--- src/rtl/lz77_pkg.sv ---
// Shared sizes and FSM encoding for the LZ77 encoder.
package lz77_pkg;
  localparam int unsigned SB_DEPTH = 9;
  localparam int unsigned LA_DEPTH = 8;
  localparam int unsigned DW       = 8;
  localparam int unsigned POS_W    = 4;
  localparam int unsigned LEN_W    = 3;
  localparam int unsigned CNT_W    = 4;

  typedef enum logic [2:0] {
    StFill,
    StSearch,
    StEmit,
    StShift,
    StDone
  } state_e;
endpackage

--- src/rtl/lz77_match_len.sv ---
// Match length of the look-ahead against candidate position pos_i; the window
// runs from the search buffer into the look-ahead, so overlapping matches count.
module lz77_match_len
  import lz77_pkg::*;
(
  input  logic [DW-1:0]    sb_i [SB_DEPTH],
  input  logic [DW-1:0]    la_i [LA_DEPTH],
  input  logic [POS_W-1:0] pos_i,
  input  logic [LEN_W-1:0] cap_i,
  output logic [LEN_W-1:0] len_o
);

  always_comb begin
    logic             run;
    logic [DW-1:0]    c;
    logic [POS_W-1:0] sb_idx;
    logic [LEN_W-1:0] la_idx;
    len_o  = '0;
    run    = 1'b1;
    c      = '0;
    sb_idx = '0;
    la_idx = '0;
    for (int i = 0; i < LA_DEPTH - 1; i++) begin
      sb_idx = pos_i - POS_W'(i);
      la_idx = LEN_W'(i) - LEN_W'(pos_i) - LEN_W'(1);
      if (POS_W'(i) <= pos_i) c = sb_i[sb_idx];
      else                    c = la_i[la_idx];
      run = run && (LEN_W'(i) < cap_i) && (la_i[i] == c);
      if (run) len_o = len_o + LEN_W'(1);
    end
  end

endmodule

--- src/rtl/lz77_encoder.sv ---
// LZ77 encoder: fills a look-ahead, serially searches a 9-entry window and
// emits one (pos, len, char) triplet per handshake.
module lz77_encoder
  import lz77_pkg::*;
(
  input  logic             clk_i,
  input  logic             reset_i,
  input  logic             in_valid_i,
  input  logic [DW-1:0]    in_char_i,
  input  logic             in_last_i,
  output logic             in_ready_o,
  output logic             out_valid_o,
  input  logic             out_ready_i,
  output logic [POS_W-1:0] code_pos_o,
  output logic [LEN_W-1:0] code_len_o,
  output logic [DW-1:0]    chardata_o,
  output logic             finish_o
);

  state_e           state_q, state_d;
  logic [DW-1:0]    sb_q [SB_DEPTH];
  logic [DW-1:0]    sb_d [SB_DEPTH];
  logic [DW-1:0]    la_q [LA_DEPTH];
  logic [DW-1:0]    la_d [LA_DEPTH];
  logic [CNT_W-1:0] sb_cnt_q, sb_cnt_d, la_cnt_q, la_cnt_d, shift_cnt_q, shift_cnt_d;
  logic             seen_last_q, seen_last_d;
  logic [POS_W-1:0] pos_q, pos_d, best_pos_q, best_pos_d, code_pos_q, code_pos_d;
  logic [LEN_W-1:0] best_len_q, best_len_d, code_len_q, code_len_d;
  logic [DW-1:0]    chardata_q, chardata_d;
  logic [LEN_W-1:0] cap, cand_len;

  // Cap keeps at least one look-ahead character for the literal.
  assign cap = (la_cnt_q >= CNT_W'(LA_DEPTH)) ? LEN_W'(LA_DEPTH - 1)
                                              : LEN_W'(la_cnt_q - CNT_W'(1));

  lz77_match_len u_match (
    .sb_i  (sb_q),
    .la_i  (la_q),
    .pos_i (pos_q),
    .cap_i (cap),
    .len_o (cand_len)
  );

  assign in_ready_o  = (state_q == StFill) && (la_cnt_q < CNT_W'(LA_DEPTH)) && !seen_last_q;
  assign out_valid_o = (state_q == StEmit);
  assign finish_o    = (state_q == StDone);
  assign code_pos_o  = code_pos_q;
  assign code_len_o  = code_len_q;
  assign chardata_o  = chardata_q;

  always_comb begin
    state_d     = state_q;
    sb_d        = sb_q;
    la_d        = la_q;
    sb_cnt_d    = sb_cnt_q;
    la_cnt_d    = la_cnt_q;
    shift_cnt_d = shift_cnt_q;
    seen_last_d = seen_last_q;
    pos_d       = pos_q;
    best_pos_d  = best_pos_q;
    best_len_d  = best_len_q;
    code_pos_d  = code_pos_q;
    code_len_d  = code_len_q;
    chardata_d  = chardata_q;
    case (state_q)
      StFill: begin
        if (in_valid_i && in_ready_o) begin
          la_d[la_cnt_q[LEN_W-1:0]] = in_char_i;
          la_cnt_d = la_cnt_q + CNT_W'(1);
          if (in_last_i) seen_last_d = 1'b1;
        end else if (la_cnt_q == CNT_W'(LA_DEPTH) || (seen_last_q && la_cnt_q != '0)) begin
          state_d    = StSearch;
          pos_d      = '0;
          best_pos_d = '0;
          best_len_d = '0;
        end else if (seen_last_q) begin
          state_d = StDone;
        end
      end
      StSearch: begin
        if (pos_q < sb_cnt_q && cand_len > best_len_q) begin
          best_pos_d = pos_q;
          best_len_d = cand_len;
        end
        if (pos_q == POS_W'(SB_DEPTH - 1)) begin
          state_d    = StEmit;
          code_pos_d = best_pos_d;
          code_len_d = best_len_d;
          chardata_d = la_q[best_len_d];
        end else begin
          pos_d = pos_q + POS_W'(1);
        end
      end
      StEmit: begin
        if (out_ready_i) begin
          state_d     = StShift;
          shift_cnt_d = CNT_W'(best_len_q) + CNT_W'(1);
        end
      end
      StShift: begin
        for (int k = SB_DEPTH - 1; k > 0; k--) sb_d[k] = sb_q[k-1];
        sb_d[0] = la_q[0];
        for (int k = 0; k < LA_DEPTH - 1; k++) la_d[k] = la_q[k+1];
        la_d[LA_DEPTH-1] = '0;
        la_cnt_d    = la_cnt_q - CNT_W'(1);
        shift_cnt_d = shift_cnt_q - CNT_W'(1);
        if (sb_cnt_q < CNT_W'(SB_DEPTH)) sb_cnt_d = sb_cnt_q + CNT_W'(1);
        if (shift_cnt_q == CNT_W'(1)) state_d = StFill;
      end
      StDone: ;
      default: state_d = StFill;
    endcase
  end

  always_ff @(posedge clk_i) begin
    if (reset_i) begin
      state_q     <= StFill;
      sb_q        <= '{default: '0};
      la_q        <= '{default: '0};
      sb_cnt_q    <= '0;
      la_cnt_q    <= '0;
      shift_cnt_q <= '0;
      seen_last_q <= 1'b0;
      pos_q       <= '0;
      best_pos_q  <= '0;
      best_len_q  <= '0;
      code_pos_q  <= '0;
      code_len_q  <= '0;
      chardata_q  <= '0;
    end else begin
      state_q     <= state_d;
      sb_q        <= sb_d;
      la_q        <= la_d;
      sb_cnt_q    <= sb_cnt_d;
      la_cnt_q    <= la_cnt_d;
      shift_cnt_q <= shift_cnt_d;
      seen_last_q <= seen_last_d;
      pos_q       <= pos_d;
      best_pos_q  <= best_pos_d;
      best_len_q  <= best_len_d;
      code_pos_q  <= code_pos_d;
      code_len_q  <= code_len_d;
      chardata_q  <= chardata_d;
    end
  end

endmodule

--- config.mk ---
export PLATFORM = sky130hd
export DESIGN_NAME = lz77_encoder
export DESIGN_NICKNAME = d
export VERILOG_FILES = /design/src/rtl/lz77_pkg.sv /design/src/rtl/lz77_match_len.sv /design/src/rtl/lz77_encoder.sv
export SDC_FILE = /design/constraint.sdc
export NUM_CORES = 1
export LEC_CHECK = 0
export ABC_AREA = 1
export BUFFER_PORTS_ARGS = -buffer_cell sky130_fd_sc_hd__buf_4
export CELL_PAD_IN_SITES_DETAIL_PLACEMENT = 1
export CELL_PAD_IN_SITES_GLOBAL_PLACEMENT = 2
export CORE_MARGIN = 5
export CORE_UTILIZATION = 25
export DETAILED_ROUTE_END_ITERATION = 8
export HOLD_SLACK_MARGIN = 0.05
export MAX_ROUTING_LAYER = met4
export PLACE_DENSITY_LB_ADDON = 0.1
export SLEW_MARGIN = 20
export SYNTH_ARGS = -nofsm -noshare
export SYNTH_HDL_FRONTEND = slang
export SYNTH_HIERARCHICAL = 1
export SYNTH_SLANG_ARGS = --single-unit
--- constraint.sdc ---
create_clock -name clk_i -period 7.55 [get_ports clk_i]
set_input_delay 0.3775 -clock clk_i [delete_from_list [all_inputs] [get_ports clk_i]]
set_output_delay 0.3775 -clock clk_i [all_outputs]
set_load 0.02 [all_outputs]
==> impl_metrics.ini <==
[status]
outcome = finished, final reports clean

[placement]
hpwl_mm = 63.5
port_buffers = 30
dp_slack_ns = -0.150
place_congestion = 0.954

[detailed_routing]
first_pass_iters = 5
drt-wirelength-per-cell_um = 23.9
routed_wirelength_mm = 86.0
drtAntennaViolNets = 0
vias = 19000
viasPerCell = 5.27
post-route-drc-count = 0
drt-initial-drc-count = 1475

[logic_synthesis]
synth_cell_types = 53
ys.flop_type = dfxtp_1
synthTopCellsByArea = dfxtp_1 23%, nand2_1 22%, nand3_1 15%
syn_avg_cell_area_um2 = 5.68
synth_top_cell_area_share_pct = 23.0
synth.yosys.seq_area_share_pct = 23.0
netlist_area_um2 = 15500
synth-edff-count = 0
synth-seq-cells = 178
synthCells = 2729
yosysTopAreaCell = dfxtp_1
async_reset_ff_share_pct = 0
syn-num-nets = 2775
ys_warn_count = 6

[pwr]
power.leakage_nw = 8.06
power_per_cell_area_nw_per_um2 = 294
max-vdd-ir-drop_mv = 0.187

[cts]
numClockSinks = 178
cts.reportedPaths.clkPinSlew_ns = 0.09
cts_max_level = 4
cts_made_buffers = 17
cts_tree = yes
clkLatencyLatePin_ns = 0.50
cts_hold_buffers = 0
cts_root_buf = clkbuf_16
cts.path.max_buffers = 2

[sta]
hold_viol = 0
maxSlewViolCount = 0
timing.setup.tns_ns = 0
worstMarginPinSlew_ns = 1.16
relSlewSlack_pct = 22.6
setup_violations = 0
finalClockSkew_ns = 0.0139
fmax_ghz = 0.143
period_share_pct = 92.9
final.setup.worst_slack_ns = 0.536
period_needed_ns = 7.01

[global_routing]
gr-usage-all-layers_pct = 25.3
grt-ovfl-total = 0
grt_start_max_net_pins = 87
grt_pass1_wl_mm = 125
antenna_found_initial = 2
first_global_vias = 18900

[finish]
diodes = 0
drive_above_1_share_pct = 10.4
regArea_um2 = 3570
multi_input_area_um2 = 10500
final_nets = 2802
syn_to_final_growth_pct = 16.0
num-fill-cells = 8030

[worst_setup_path]
cp_max_fo = 22
cp_num_buf_inv = 5
reg2reg_to = chardata_o[4]$_SDFFE_PP0P_
path_common_cell = nand2_1
path_delay_family = simple AND/OR/NAND/NOR gates
crit_path_top_delay_cell = buf_4
worst_r2r_startpoint = pos_q[2]$_SDFFE_PP0P_
required_ns = 8.00
crit_type = reg -> reg
crit_arrival_ns = 7.47
cpPeakStageDelay_ns = 0.47
critPathLaunchType = register
r2r_slack_ns = 0.54
cp-end-kind = register
r2r_cells = 44

[floorplan]
core_area_um2 = 61600
die_area_um2 = 67100
start_util_pct = 25.2
io_pins = 31
dieWidth_um = 259
rows = 91
die_h_um = 259

[hold_path]
whs_endpoint = seen_last_q$_SDFFE_PP0P_
hp-start = in_last_i
min_path_cells = 3
hold_path_class = in -> reg

[run]
cap_viol_max_count = 0
-- registers in the layout, summed over array words and instances (netlist names) --
signal	cells
pos_q	4
la_cnt_q	4
state_q	3
code_len_o	3
sb_q	72
chardata_o	8
sb_cnt_q	4
best_len_q	3
shift_cnt_q	4
la_q	64
seen_last_q	1
code_pos_o	4
best_pos_q	4
-- cells in the mapped netlist (2+ instances only) --
cell type and n:
a211oi_1 5, a21oi_1 109, a22oi_1 43, a31oi_1 19, and2_1 7, buf_1 12
buf_2 53, buf_4 19, buf_6 15, clkbuf_1 58, clkinv_1 2, dfxtp_1 178
ha_1 33, inv_1 167, inv_2 19, mux2i_1 4, nand2_1 912, nand2_2 11
nand3_1 473, nand3b_1 16, nand4_1 7, nor2_1 267, nor2_2 6, nor2_4 3
nor3_1 11, nor3_4 2, nor3b_1 2, o211ai_1 16, o21ai_0 176, o21ai_1 25
o22ai_1 7, o31ai_1 2, or2_0 2, or2_1 4, or2_2 10, xnor2_1 6
xor2_1 11, xor2_4 2
-- through the flow --
stage | std cells | util [%] | power, W | hold WS [ns] | area (um2)
floorplan | 2729 | - | 0.00315 | 0.445 | 15500
global placement | 3565 | 27.6 | 0.00411 | 0.453 | 17000
detailed placement | 3565 | 27.6 | 0.00416 | 0.458 | 17000
CTS | 3597 | 28.6 | 0.00516 | 0.102 | 17600
global route | 3606 | 29.2 | 0.00569 | 0.141 | 18000
finish | 3606 | 29.2 | 0.00529 | 0.153 | 18000
-- placed cells by master, fill, tap and decap left out, types with 4 or more instances in the layout --
master,synthesis,routed
nor3_1,11,11
buf_4,19,141
clkbuf_16,0,21
nand3_1,473,471
nand4_1,7,7
o22ai_1,7,7
a31oi_1,19,19
nand3b_1,16,16
xnor2_1,6,5
nor2_4,3,7
o211ai_1,16,16
and2_1,7,7
clkinv_8,0,5
inv_1,167,164
nand2_2,11,20
o21ai_1,25,29
inv_6,0,6
a21oi_1,109,107
nor2_2,6,6
xor2_1,11,11
or2_1,4,4
buf_12,0,9
inv_2,19,19
o21ai_0,176,172
dfxtp_1,178,175
nand2_1,912,903
a211oi_1,5,5
buf_6,15,6
or2_2,10,10
ha_1,33,32
nor2_1,267,263
a22oi_1,43,43
-- final cells by class --
class                      count  area share (%)
clock inverter                14           0.891
inverter                     188            3.99
tap                          837            5.83
multi-input combinational   2205            58.5
clock buffer                  18            2.44
timing repair buffer         165            8.45
timing repair inverter         1          0.0418
sequential                   178            19.9
-- cell families (layout without fill, tap and decap cells) --
group                      after synthesis  in the layout  share of synthesized area [%]
DFF                                    178            178                           23.0
and+or+nand+nor                       1737           1737                           47.7
adders and majority gates               33             33                           2.66
buffers and inverters                  346            386                           10.1
AOI/OAI and AO/OA                      410            410                           14.8
xor gates and xnor gates                21             21                           1.53
muxes                                    4              4                          0.258
-- worst max path at each step --
| stage | cells after the start | startpoint | endpoint |
|---|---|---|---|
| after CTS | 48 | pos_q[0]$_SDFFE_PP0P_ | chardata_o[4]$_SDFFE_PP0P_ |
| after global placement | 44 | pos_q[2]$_SDFFE_PP0P_ | chardata_o[2]$_SDFFE_PP0P_ |
| after floorplan | 52 | pos_q[1]$_SDFFE_PP0P_ | chardata_o[5]$_SDFFE_PP0P_ |
| final | 44 | pos_q[2]$_SDFFE_PP0P_ | chardata_o[4]$_SDFFE_PP0P_ |
| after global routing | 51 | pos_q[2]$_SDFFE_PP0P_ | chardata_o[3]$_SDFFE_PP0P_ |
| after detailed placement | 44 | pos_q[2]$_SDFFE_PP0P_ | chardata_o[6]$_SDFFE_PP0P_ |
-- worst reg2reg max path: cells and delay by family, from the launching register on --
kind,cells,cell delay [ns]
DFF,1,0.43
and+or+nand+nor,33,4.23
buffers and inverters,5,0.72
adders and majority gates,6,1.62
-- routing by layer --
layer | vias up | GRT usage [%] | wire length (um) | part of all wire (%)
met2 | 404 | 40.1 | 39500 | 46
met3 | 75 | 3.13 | 3650 | 4.2
li1 | 9022 | - | - | -
met1 | 9520 | 34.7 | 41100 | 48
met4 | 0 | 5.77 | 1810 | 2.1
met5 | - | - | 0 | 0
-- report_power, final --
| part | internal [W] | leakage (nW) | switching [W] |
|---|---|---|---|
| combinational | 0.00101 | 6.33 | 0.00219 |
| clock | 0.000452 | 0.290 | 0.000508 |
| sequential | 0.00103 | 1.44 | 0.000105 |
-- repair_timing --
action	in CTS	in global routing
setup endpoints to repair	9	22
gates cloned	0	5
hold endpoints to repair	0	0
pin swaps	0	1
gates resized for setup	3	58
setup buffers	0	4
No activity file was read; power rests on OpenSTA's default activity.
